--- src/rtl/ram_access_pkg.sv ---
// Shared types and helpers for the RAM load/store front end.
package ram_access_pkg;

    localparam int unsigned DATA_W = 32;
    localparam int unsigned LANE_W = 2;

    typedef enum logic [1:0] {SZ_B, SZ_H, SZ_W, SZ_RSV} size_e;

    typedef enum logic [1:0] {IDLE, ACCESS, WRITE, RESP} state_e;

    // True when the request cannot be serviced: reserved size or unaligned lane.
    function automatic logic req_illegal(input size_e size, input logic [LANE_W-1:0] lane);
        logic bad;
        case (size)
            SZ_B:    bad = 1'b0;
            SZ_H:    bad = lane[0];
            SZ_W:    bad = |lane;
            default: bad = 1'b1;
        endcase
        return bad;
    endfunction

endpackage

--- src/rtl/ram_lane_align.sv ---
// Byte-lane datapath: load extract/extend and sub-word store merge.
module ram_lane_align
    import ram_access_pkg::*;
(
    input  logic [DATA_W-1:0] word_i,
    input  logic [DATA_W-1:0] wdata_i,
    input  logic [LANE_W-1:0] lane_i,
    input  size_e             size_i,
    input  logic              uns_i,
    output logic [DATA_W-1:0] ld_data_c_o,
    output logic [DATA_W-1:0] st_data_c_o
);

    logic [7:0]  lane_byte;
    logic [15:0] lane_half;
    logic        sign_b;
    logic        sign_h;

    always_comb begin
        lane_byte = word_i[8*int'(lane_i) +: 8];
        lane_half = lane_i[1] ? word_i[31:16] : word_i[15:0];
        sign_b    = ~uns_i & lane_byte[7];
        sign_h    = ~uns_i & lane_half[15];

        ld_data_c_o = '0;
        case (size_i)
            SZ_B:    ld_data_c_o = {{24{sign_b}}, lane_byte};
            SZ_H:    ld_data_c_o = {{16{sign_h}}, lane_half};
            SZ_W:    ld_data_c_o = word_i;
            default: ld_data_c_o = '0;
        endcase
    end

    // Store merge: only the addressed lane(s) take new data.
    always_comb begin
        st_data_c_o = word_i;
        case (size_i)
            SZ_B:    st_data_c_o[8*int'(lane_i) +: 8] = wdata_i[7:0];
            SZ_H: begin
                if (lane_i[1]) st_data_c_o[31:16] = wdata_i[15:0];
                else           st_data_c_o[15:0]  = wdata_i[15:0];
            end
            SZ_W:    st_data_c_o = wdata_i;
            default: st_data_c_o = word_i;
        endcase
    end

endmodule

--- src/rtl/ram_access_ctrl.sv ---
// Load/store front end for a single-port async-read word RAM; sub-word
// stores are done as a read-modify-write through the WRITE state.
module ram_access_ctrl
    import ram_access_pkg::*;
#(
    parameter int unsigned ADDRWIDTH = 6,
    parameter int unsigned DATAWIDTH = 32
) (
    input  logic                   iClk,
    input  logic                   iRst_n,
    input  logic                   iReqValid,
    output logic                   oReqReady,
    input  logic                   iReqWrite,
    input  logic [1:0]             iReqSize,
    input  logic                   iReqUnsigned,
    input  logic [ADDRWIDTH+1:0]   iReqAddr,
    input  logic [DATAWIDTH-1:0]   iReqWData,
    output logic                   oRspValid,
    input  logic                   iRspReady,
    output logic [DATAWIDTH-1:0]   oRspRData,
    output logic                   oRspErr,
    output logic                   oMemWR,
    output logic [ADDRWIDTH-1:0]   oMemAddress,
    output logic [DATAWIDTH-1:0]   oMemWriteData,
    input  logic [DATAWIDTH-1:0]   iMemReadData
);

    localparam int unsigned BADDR_W = ADDRWIDTH + 2;

    if (DATAWIDTH != 32) begin : g_width_check
        $error("ram_access_ctrl: DATAWIDTH must be 32");
    end

    state_e               state_q, state_d;
    logic                 write_q, write_d;
    size_e                size_q,  size_d;
    logic                 uns_q,   uns_d;
    logic [BADDR_W-1:0]   addr_q,  addr_d;
    logic [DATA_W-1:0]    wdata_q, wdata_d;
    logic [DATA_W-1:0]    merge_q, merge_d;
    logic [DATA_W-1:0]    rdata_q, rdata_d;
    logic                 err_q,   err_d;

    logic [DATA_W-1:0]    ld_data;
    logic [DATA_W-1:0]    st_data;
    size_e                req_size;

    assign req_size = size_e'(iReqSize);

    ram_lane_align u_align (
        .word_i      (iMemReadData),
        .wdata_i     (wdata_q),
        .lane_i      (addr_q[LANE_W-1:0]),
        .size_i      (size_q),
        .uns_i       (uns_q),
        .ld_data_c_o (ld_data),
        .st_data_c_o (st_data)
    );

    always_ff @(posedge iClk or negedge iRst_n) begin
        if (!iRst_n) begin
            state_q <= IDLE;
            write_q <= 1'b0;
            size_q  <= SZ_B;
            uns_q   <= 1'b0;
            addr_q  <= '0;
            wdata_q <= '0;
            merge_q <= '0;
            rdata_q <= '0;
            err_q   <= 1'b0;
        end else begin
            state_q <= state_d;
            write_q <= write_d;
            size_q  <= size_d;
            uns_q   <= uns_d;
            addr_q  <= addr_d;
            wdata_q <= wdata_d;
            merge_q <= merge_d;
            rdata_q <= rdata_d;
            err_q   <= err_d;
        end
    end

    // Next-state and request/response register updates.
    always_comb begin
        state_d = state_q;
        write_d = write_q;
        size_d  = size_q;
        uns_d   = uns_q;
        addr_d  = addr_q;
        wdata_d = wdata_q;
        merge_d = merge_q;
        rdata_d = rdata_q;
        err_d   = err_q;

        case (state_q)
            IDLE: begin
                if (iReqValid) begin
                    write_d = iReqWrite;
                    size_d  = req_size;
                    uns_d   = iReqUnsigned;
                    addr_d  = iReqAddr;
                    wdata_d = iReqWData;
                    rdata_d = '0;
                    err_d   = req_illegal(req_size, iReqAddr[LANE_W-1:0]);
                    state_d = err_d ? RESP : ACCESS;
                end
            end
            ACCESS: begin
                if (write_q) begin
                    if (size_q == SZ_W) begin
                        state_d = RESP;
                    end else begin
                        merge_d = st_data;
                        state_d = WRITE;
                    end
                end else begin
                    rdata_d = ld_data;
                    state_d = RESP;
                end
            end
            WRITE: begin
                state_d = RESP;
            end
            RESP: begin
                if (iRspReady) state_d = IDLE;
            end
            default: state_d = IDLE;
        endcase
    end

    // RAM write port: a word store writes in ACCESS, sub-word stores in WRITE.
    always_comb begin
        oMemWR        = 1'b0;
        oMemWriteData = '0;
        if (state_q == ACCESS && write_q && size_q == SZ_W) begin
            oMemWR        = 1'b1;
            oMemWriteData = wdata_q;
        end else if (state_q == WRITE) begin
            oMemWR        = 1'b1;
            oMemWriteData = merge_q;
        end
    end

    assign oReqReady   = (state_q == IDLE);
    assign oRspValid   = (state_q == RESP);
    assign oRspRData   = rdata_q;
    assign oRspErr     = err_q;
    assign oMemAddress = addr_q[BADDR_W-1:LANE_W];

endmodule

--- config.mk ---
export PLATFORM = sky130hd
export DESIGN_NAME = ram_access_ctrl
export DESIGN_NICKNAME = d
export VERILOG_FILES = /design/src/rtl/ram_access_pkg.sv /design/src/rtl/ram_lane_align.sv /design/src/rtl/ram_access_ctrl.sv
export SDC_FILE = /design/constraint.sdc
export NUM_CORES = 1
export LEC_CHECK = 0
export CAP_MARGIN = 20
export CORE_MARGIN = 2
export CORE_UTILIZATION = 40
export CTS_CLUSTER_DIAMETER = 60
export DETAILED_ROUTE_END_ITERATION = 10
export PLACE_DENSITY = 0.65
export REMOVE_ABC_BUFFERS = 1
export SLEW_MARGIN = 20
export SYNTH_ARGS = -nofsm -noshare
export SYNTH_HDL_FRONTEND = slang
export SYNTH_HIERARCHICAL = 1
export SYNTH_SLANG_ARGS = --single-unit
--- constraint.sdc ---
create_clock -name iClk -period 3.6 [get_ports iClk]
set_input_delay 0.36 -clock iClk [delete_from_list [all_inputs] [get_ports iClk]]
set_output_delay 0.36 -clock iClk [all_outputs]
set_load 0.005 [all_outputs]
==> out/qor.csv <==
stage;metric;value;unit
outcome;outcome;finished, final reports clean;
place;hpwl;14.5;mm
setup_path;path_max_fanout;42;
logic_synthesis;yosys-top-cells-area;dfrtp_1 39%, mux2_2 15%, mux2i_1 7.2%, nand2_1 6.6%, o21ai_0 3.3%;
route;ant_nets;0;
pwr;p_clk_share;14.6;%
floorplan;die_w;138;um
logic_synthesis;synthDistinctLibCells;61;
final_layout;fin_area;9140;um2
timing;slew_headroom;35.7;%
clock_network;cts-root-buf;clkbuf_16;
clock_network;clockBufferDepth;2;
route;first_pass_iters;5;
route;top_layer_used;met4;
clock_network;ctsHoldBuffers;0;
clock_network;cts_buffers;9;
floorplan;dieArea;19100;um2
timing;hold_violations;0;
global_routing;grt_pass1_vias;5803;
setup_path;critPathArrivalTime;2.78;ns
timing;fin_skew;0.00507;ns
route;vias;5909;
floorplan;start_util;40.4;%
logic_synthesis;seq_area_frac_synth;38.5;%
route;drtIter0Drc;423;
job;cap_violations;0;
place;io_buffers;153;
logic_synthesis;synthArstFlopShare;100;%
setup_path;end_kind;output port;
logic_synthesis;syn_area;7210;um2
logic_synthesis;synth_top_flop_cell;dfrtp_1;
timing;setup_viol;0;
logic_synthesis;synth_most_common_cell;nand2_1;
timing;rsz0062_at_grt;false;
clock_network;cts_tree;done;
final_layout;final_net_count;949;
timing;setup_tns;0;ns
floorplan;die_h;138;um
clock_network;ctsResizeCount;0;
pwr;p_seq_share;29.2;%
timing;tightest_slew;0.962;ns
route;wl_per_cell;18.8;um
pwr;finalPower;8.07;mW
final_layout;diodes;0;
route;m1WireLength;9.63;mm
global_routing;track_usage;21.2;%
clock_network;clkLatencyLatePin;0.36;ns
logic_synthesis;synth_top_area_share;38.5;%
clock_network;cts.sinks;111;
logic_synthesis;ys_warn_count;6;
setup_path;timing.rr.start;addr_q[0];
route;drc;0;
logic_synthesis;yosys.area.top_type;dfrtp_1;
timing;clock.fmax;319;MHz
logic_synthesis;synth_area_per_cell;9.68;um2
worst_hold_path;hp-class;in2async;
timing;min_period_over_period;87.2;%
route;wl;20.6;mm
clock_network;htreeDepth;3;
route;wl_met2;9.47;mm
pwr;ir_drop;638;uV
pwr;p_leak;3.65;nW
setup_path;worstSetupStartpointType;register;
clock_network;post_cts_buffers;0;
logic_synthesis;yosys-top-cells-count;126 x nand2_1, 111 x dfrtp_1, 97 x mux2_2;
logic_synthesis;synth_edf_count;0;
pwr;net-switching-power;3.25;mW
timing;slew_viol_final;0;
route;routed-wl-met3;996;um
pwr;powerDensity;883;nW/um2
setup_path;startpoint;state_q[1];
route;viasPerCell;5.41;
setup_path;critPathKind;reg2out;
floorplan;rows;49;
global_routing;gr-total-overflow;0;
floorplan;ios;154;
global_routing;grt_pass1_wl;32.6;mm
logic_synthesis;syn_inst;745;
pwr;p_int;4.82;mW
logic_synthesis;synth-seq-cells;111;
pwr;combinationalPowerShare;56.3;%
final_layout;drive_above_1_share;16.4;%
final_layout;area_delta_synth_final;26.7;%
clock_network;clk_pin_slew;0.07;ns
floorplan;core_area;17800;um2
timing;fin_crit;3.14;ns
global_routing;antenna_found_initial;0;
place;gp_congestion;0.832;
global_routing;grt_start_max_net_pins;67;
place;placed_area;8800;um2
setup_path;worstPathRequired;3.24;ns
pwr;netSwitchingFraction;40.3;%
per-stage QoR:
step,hold WS [ns],util (%),setup WS (ns),instances
after floorplan,0.0644,-,0.538,682
final,0.0197,51.3,0.462,1093
after global placement,0.430,49.3,0.938,1077
after detailed placement,0.437,49.3,0.864,1077
after CTS,0.0524,51.3,0.454,1093
after global routing,0.0812,51.3,0.276,1093
worst paths after layout:
check | to | slack (ns) | depth (start not counted)
setup / recovery | oMemWriteData[15] | 0.46 | 7
hold / removal | addr_q[3] | 0.02 | 1
setup reg to reg | merge_q[23] | 0.95 | 6
hold reg to reg | merge_q[6] | 0.49 | 1
max in group asynchronous | oRspRData[26] | 2.81 | 2
min in group iClk | merge_q[6] | 0.49 | 1
cells in the final DEF (no fill, tap or decap), drive strengths merged, types with 2 or more instances in the layout:
| cell type | synthesis | layout |
|---|---|---|
| ha | 10 | 10 |
| a21oi | 8 | 8 |
| a221o | 5 | 5 |
| nand2b | 4 | 4 |
| mux2 | 105 | 105 |
| clkdlybuf4s50 | 0 | 152 |
| nor2 | 9 | 9 |
| a221oi | 5 | 5 |
| a31oi | 5 | 5 |
| and2 | 2 | 2 |
| dfrtp | 111 | 111 |
| mux2i | 52 | 52 |
| o22ai | 23 | 23 |
| nor2b | 25 | 25 |
| o21ai | 60 | 60 |
| bufinv | 0 | 3 |
| buf | 45 | 14 |
| a22oi | 13 | 13 |
| a211o | 2 | 2 |
| a211oi | 5 | 5 |
| inv | 41 | 42 |
| and4b | 2 | 2 |
| o221ai | 8 | 8 |
| a311oi | 3 | 3 |
| a41oi | 8 | 8 |
| nand3b | 8 | 8 |
| a32oi | 3 | 3 |
| clkbuf | 18 | 11 |
| a22o | 7 | 7 |
| nor3b | 4 | 4 |
| or2 | 3 | 3 |
| nand2 | 127 | 127 |
| o31ai | 7 | 7 |
cell families (layout without fill, tap and decap cells):
family | count (synthesis) | count (layout) | share of synthesized area (%)
AOI/OAI and AO/OA | 172 | 172 | 16.5
adders and majority gates | 10 | 10 | 1.73
buffers and inverters | 104 | 223 | 7.09
DFF | 111 | 111 | 38.5
muxes | 157 | 157 | 23.7
and+or+nand+nor | 191 | 191 | 12.5
cell type report:
class	count	area (um2)
multi-input cells	530	3930
fillers	1679	8700
flip-flops and latches	111	2780
repair buffers	166	1650
inverters	41	154
clock buffers	11	243
well taps	229	287
clock inverters	5	104
critical path, stage by stage (launching register included):
cell and delay (ns):
dfrtp_1 0.41, inv_1 0.13, ha_1 0.19, and4b_2 0.76, buf_12 0.24, nand2_1 0.06
o21ai_0 0.08, clkdlybuf4s50_1 0.53
per-layer routing:
layer  global-route usage, %  vias to the layer above
li1                        -                     2886
met1                    30.1                     2808
met2                    33.4                      186
met3                    2.91                       29
met4                    7.47                        0
met5                       0                        -
power groups by stage:
| stage | logic [mW] | clock network [mW] | registers (mW) |
|---|---|---|---|
| final | 4.54 | 1.18 | 2.35 |
| after global placement | 4.48 | 0 | 2.36 |
| after detailed placement | 4.53 | 0 | 2.38 |
| after global routing | 4.96 | 1.25 | 2.44 |
| after CTS | 4.55 | 1.20 | 2.35 |
| after floorplan | 2.84 | 0 | 2.36 |
state kept, by name, indices dropped and copies added, names as in the netlist:
register and count:
oRspErr 1, write_q 1, addr_q 8, wdata_q 32, size_q 2, oRspRData 32, uns_q 1, state_q 2
merge_q 32
Power figures use the tool's default switching activity.
